<file path="config.mk">
export PLATFORM = sky130hd
export DESIGN_NAME = led_pattern_sequencer
export DESIGN_NICKNAME = d
export VERILOG_FILES = /design/src/rtl/led_pattern_sequencer.sv
export SDC_FILE = /design/constraint.sdc
export NUM_CORES = 1
export LEC_CHECK = 0
export ABC_CLOCK_PERIOD_IN_PS = 6400
export CAP_MARGIN = 20
export CORE_UTILIZATION = 25
export DETAILED_ROUTE_END_ITERATION = 6
export PLACE_DENSITY_LB_ADDON = 0.2
export SKIP_LAST_GASP = 1
export SYNTH_ARGS = -nofsm -noshare
export SYNTH_HDL_FRONTEND = slang
export SYNTH_SLANG_ARGS = --single-unit
</file>
<file path="constraint.sdc">
create_clock -name CLK_IN -period 6.4 [get_ports CLK_IN]
set_input_delay 1.6 -clock CLK_IN [delete_from_list [all_inputs] [get_ports CLK_IN]]
set_output_delay 1.6 -clock CLK_IN [all_outputs]
set_load 0.005 [all_outputs]
</file>
<file path="src/rtl/led_pattern_sequencer.sv">
// led_pattern_sequencer: registered multi-mode LED pattern generator for the icestick LEDs
module led_pattern_sequencer #(
   parameter int CLK_HZ    = 12000000,
   parameter int STEP_DIV  = 1200000,
   parameter int PWM_BITS  = 8,
   parameter int DUTY_STEP = 17
) (
   input  logic       CLK_IN,
   input  logic       RST_N,
   input  logic [1:0] MODE_IN,
   input  logic       PAUSE_IN,
   output logic       GLED5,
   output logic       RLED1,
   output logic       RLED2,
   output logic       RLED3,
   output logic       RLED4
);
   localparam int DW = (STEP_DIV > 2) ? $clog2(STEP_DIV) : 1;
   localparam logic [DW-1:0] DIV_LAST = DW'(STEP_DIV - 1);
   localparam logic [PWM_BITS-1:0] DUTY_MAX = '1;
   localparam logic [PWM_BITS-1:0] DUTY_INC = PWM_BITS'(DUTY_STEP);
   localparam logic [1:0] M_BINARY  = 2'd0;
   localparam logic [1:0] M_CHASE   = 2'd1;
   localparam logic [1:0] M_BOUNCE  = 2'd2;
   localparam logic [1:0] M_BREATHE = 2'd3;
   localparam logic UP   = 1'b0;
   localparam logic DOWN = 1'b1;
   if (STEP_DIV < 2 || CLK_HZ < 1 || DUTY_STEP < 1 || ((2 ** PWM_BITS) - 1) % DUTY_STEP != 0) begin : g_bad_param
      $error("led_pattern_sequencer: invalid STEP_DIV/CLK_HZ/DUTY_STEP");
   end
   logic [1:0] mode_m, mode_s, cur_mode, mode_n;
   logic pause_m, pause_s;
   logic [DW-1:0] div_cnt;
   logic step_tick;
   logic [3:0] pos, pos_n;
   logic dir, dir_n, tog, tog_n;
   logic [PWM_BITS-1:0] duty, duty_n, pwm_cnt;
   logic [3:0] red, red_n;
   logic grn, grn_n;
   assign step_tick = (div_cnt == DIV_LAST) && !pause_s;
   // Input synchronisers, step prescaler (frozen by pause) and free-running PWM counter.
   always_ff @(posedge CLK_IN) begin
      if (!RST_N) begin
         mode_m  <= '0;
         mode_s  <= '0;
         pause_m <= 1'b0;
         pause_s <= 1'b0;
         div_cnt <= '0;
         pwm_cnt <= '0;
      end else begin
         mode_m  <= MODE_IN;
         mode_s  <= mode_m;
         pause_m <= PAUSE_IN;
         pause_s <= pause_m;
         if (!pause_s) div_cnt <= (div_cnt == DIV_LAST) ? '0 : div_cnt + DW'(1);
         pwm_cnt <= pwm_cnt + PWM_BITS'(1);
      end
   end
   // Pattern next-state: a mode change on a tick restarts the new mode instead of stepping the old one.
   always_comb begin
      mode_n = cur_mode;
      pos_n  = pos;
      dir_n  = dir;
      duty_n = duty;
      tog_n  = tog;
      if (step_tick && mode_s != cur_mode) begin
         mode_n = mode_s;
         pos_n  = '0;
         dir_n  = UP;
         duty_n = '0;
         tog_n  = 1'b0;
      end else if (step_tick) begin
         case (cur_mode)
            M_BINARY: begin
               pos_n = pos + 4'd1;
               tog_n = (pos == 4'd15) ? ~tog : tog;
            end
            M_CHASE: pos_n = (pos == 4'd3) ? 4'd0 : pos + 4'd1;
            M_BOUNCE: begin
               dir_n = (dir == UP) ? ((pos == 4'd3) ? DOWN : UP) : ((pos == 4'd0) ? UP : DOWN);
               pos_n = (dir_n == UP) ? pos + 4'd1 : pos - 4'd1;
            end
            default: begin
               dir_n  = (dir == UP) ? ((duty == DUTY_MAX) ? DOWN : UP) : ((duty == '0) ? UP : DOWN);
               duty_n = (dir_n == UP) ? duty + DUTY_INC : duty - DUTY_INC;
            end
         endcase
      end
   end
   assign red_n = (mode_n == M_BREATHE) ? {4{pwm_cnt < duty_n}} :
                  (mode_n == M_BINARY)  ? pos_n : 4'b0001 << pos_n[1:0];
   assign grn_n = (mode_n == M_BINARY) ? tog_n :
                  (mode_n == M_CHASE)  ? (pos_n == 4'd3) :
                  (mode_n == M_BOUNCE) ? (pos_n == 4'd0 || pos_n == 4'd3) : 1'b1;
   // Pattern state and registered LED drivers, both loaded from next-state so LEDs follow a tick by one cycle.
   always_ff @(posedge CLK_IN) begin
      if (!RST_N) begin
         cur_mode <= M_BINARY;
         pos      <= '0;
         dir      <= UP;
         duty     <= '0;
         tog      <= 1'b0;
         red      <= '0;
         grn      <= 1'b0;
      end else begin
         cur_mode <= mode_n;
         pos      <= pos_n;
         dir      <= dir_n;
         duty     <= duty_n;
         tog      <= tog_n;
         red      <= red_n;
         grn      <= grn_n;
      end
   end
   assign GLED5 = grn;
   assign RLED1 = red[0];
   assign RLED2 = red[1];
   assign RLED3 = red[2];
   assign RLED4 = red[3];
endmodule

</file>
==> results by group <==
Power
  – Clock network power share: 0.415
  – Comb power frac: 0.035
  – Sw Ratio: 0.2231
  – VDD IR max: 0.1423 mV
  – Int Pwr: 0.5082 mW
  – NetSw: 0.1459 mW
  – Sequential Power Share: 0.549
  – Leakage: 1.384 nW
  – Pwr/cell area: 179.6 nW/µm²

Worst setup path
  – Slowest cell on crit path: fa_1
  – Buf/Inv on CP: 1
  – CP Max Fanout: 8
  – Cells along the critical path: nor4_1 > nand2_1 > a22oi_1 > inv_1 > fa_1 > a21o_1 > a21o_1 > a21o_1 > a21oi_1 > xor2_1 > nor3_1 > a21oi_1 > or2_2 > ha_1 > a21oi_1 > nor2b_1 > a2111o_1 > o21ai_0 > a22o_1
  – Crit path max-delay family: compound AO/OA/AOI/OAI gates
  – Setup CP Type: reg -> reg
  – Critical Path End Type: register
  – Required @ worst endpoint: 6.64 ns
  – CP max stage delay: 0.45 ns
  – Crit path DAT: 4.35 ns
  – Startpoint Class: register

CTS
  – Post-CTS Setup Inserts: 0
  – Clock sinks: 56
  – TritonCTS clock tree: built
  – Worst-path clk slew: 0.07 ns
  – Root buf cell: clkbuf_16
  – Num CTS Buffers: 5
  – Post-cts sizing count: 0
  – Max clock buf depth: 2
  – H-tree depth: 2
  – Clock Latency Late Sink: 0.29 ns
  – CTS hold repair buffers: 0

Timing
  – RSZ-0062 raised after global routing: no
  – Slew @ Worst Pin: 0.7440 ns
  – Rel. slew slack: 0.5035
  – Final Slew Violations: 0
  – # setup viols final: 0
  – F_max: 0.2430 GHz
  – Final WS setup: 2.285 ns
  – Hold Fails Final Rpt: 0
  – Final Cycle Share: 0.6430
  – Tmin final: 4.115 ns
  – Hold slack: 0.4358 ns
  – Post-Route Setup TNS: 0 ns
  – Skew final: 0.003979 ns

Yosys
  – Ys async rst share: 0
  – Synth Register Bits: 56
  – Register area share after synthesis: 0.3462
  – Most common flop cell mapped by yosys: dfxtp_1
  – Post-synthesis net count: 401
  – Syn Area/Cell: 8.612 µm²
  – Mapped cell area: 3238 µm²
  – Post-synth EDFFs: 0
  – Syn Inst Count: 376
  – Synth Warn #: 0
  – Yosys cell types: 61

Final layout
  – Antenna Cells: 0
  – Commonest non-fill, non-tap cell in the layout: dfxtp_1
  – Layout cells sized above 1: 0.06789
  – Most frequent cells in the layout: dfxtp_1, nor2_1, nand2_1, nand3_1
  – Multi-input logic area: 2034 µm²
  – Fin cells: 555
  – Area delta synth->final: 12.48%
  – Seq. cell area: 1121 µm²
  – Nets: 407
  – Fillers: 1392

Drt
  – Post-route DRC: 0
  – Vias: 2569
  – Initial DRT Pass Iterations: 5
  – DRT Wirelength: 7152 µm
  – Initial DRC Count: 80
  – DR vias/cell: 4.629
  – Average wire per standard cell: 12.89 µm
  – Antenna viol nets, final: 0

Global routing
  – Largest net degree at the start of global routing: 23
  – GR Overflow Total: 0
  – First-pass GRT wire length: 12000 µm
  – Total GRT Usage: 0.1147
  – Initial antenna violation count: 0
  – Vias in the first global route: 2408

Run
  – Maxcap violations: 0

Floorplanning
  – Initial core utilization: 0.2566
  – Die X: 115.8 µm
  – Die Span Y: 115.8 µm
  – Die Area: 13410 µm²
  – Cell Rows: 41
  – Num ports: 10
  – Core area: 12620 µm²

Placed design
  – Global placement routability congestion: 0.7573
  – Detailed placement HPWL: 5392 µm
  – DP Worst Slack: 2.297 ns
  – Dpl cells: 547
  – Port buffer count: 9

Outcome
  – Outcome: completed

Worst hold path
  – Worst hold path class: reg -> reg
-- synthesized netlist by cell type (3+ instances only) --
master / number / area (µm²)
a31oi_1: 3 / 18.77
a21o_1: 5 / 37.54
nand2_1: 27 / 101.4
buf_2: 3 / 15.01
and2_1: 10 / 62.56
a211oi_1: 3 / 22.52
and3_1: 6 / 37.54
ha_1: 19 / 237.7
nand4_1: 4 / 25.02
nor3_1: 6 / 30.03
or2_2: 4 / 25.02
o21ai_0: 12 / 60.06
o31ai_1: 4 / 30.03
clkbuf_1: 6 / 22.52
xnor2_1: 16 / 140.1
nor2_1: 52 / 195.2
or3_1: 4 / 25.02
inv_1: 10 / 37.54
xor2_1: 19 / 166.4
nor2b_1: 11 / 68.82
nand3_1: 22 / 110.1
a21oi_1: 18 / 90.09
dfxtp_1: 56 / 1121
mux2i_1: 6 / 60.06
nor4_1: 3 / 18.77
-- sequential cells by signal, summed over array words and instances (netlist names), 2 cells and up --
| name | count |
|---|---|
| red | 4 |
| pos | 4 |
| cur_mode | 2 |
| mode_m | 2 |
| pwm_cnt | 8 |
| mode_s | 2 |
| duty | 8 |
| div_cnt | 21 |
-- through the flow --
step | cell area [µm²] | util | power, mW
after floorplan | 3238 | - | 0.3824
after global placement | 3498 | 0.2772 | 0.3906
after detailed placement | 3498 | 0.2772 | 0.3909
after CTS | 3642 | 0.2886 | 0.6633
after global routing | 3642 | 0.2886 | 0.6824
final | 3642 | 0.2886 | 0.6542
-- cell type report --
| type | count | area share |
|---|---|---|
| flip-flops and latches | 56 | 0.3078 |
| repair buffers | 9 | 0.02473 |
| clock buffers | 5 | 0.03435 |
| clock inverters | 3 | 0.005153 |
| well taps | 172 | 0.05909 |
| multi-input cells | 300 | 0.5586 |
| inverters | 10 | 0.01031 |
-- power groups by stage --
stage | combinational, mW | sequential, mW | clock, mW
floorplan | 0.0165 | 0.366 | 0
global placement | 0.0229 | 0.368 | 0
detailed placement | 0.0234 | 0.368 | 0
CTS | 0.0236 | 0.359 | 0.280
global route | 0.0270 | 0.360 | 0.295
finish | 0.0232 | 0.359 | 0.272
-- worst paths after layout --
| path | start | endpoint | slack (ns) | cells past startpoint |
|---|---|---|---|---|
| setup / recovery | duty[3] | red[3] | 2.28 | 19 |
| hold / removal | mode_m[0] | mode_s[0] | 0.44 | 1 |
| setup reg to reg | duty[3] | red[3] | 2.28 | 19 |
| hold reg to reg | mode_m[0] | mode_s[0] | 0.44 | 1 |
-- logic make-up (layout without fill, tap and decap cells) --
logic type | count (synthesis) | in the layout | synth area share
AOI/OAI and AO/OA | 64 | 64 | 0.1395
xor gates and xnor gates | 35 | 35 | 0.09467
adders and majority gates | 20 | 20 | 0.07960
buffers and inverters | 20 | 27 | 0.02550
DFF | 56 | 56 | 0.3462
muxes | 8 | 8 | 0.02666
and+or+nand+nor | 173 | 173 | 0.2879
-- layer usage --
layer	global-route usage	vias to the layer above	wire, µm
met4	0.04017	0	92
met5	0	-	0
met1	0.1632	1196	3810
met2	0.1738	34	3104
met3	0.01935	7	145
li1	-	1332	-
(Power assumes the default switching activity.)
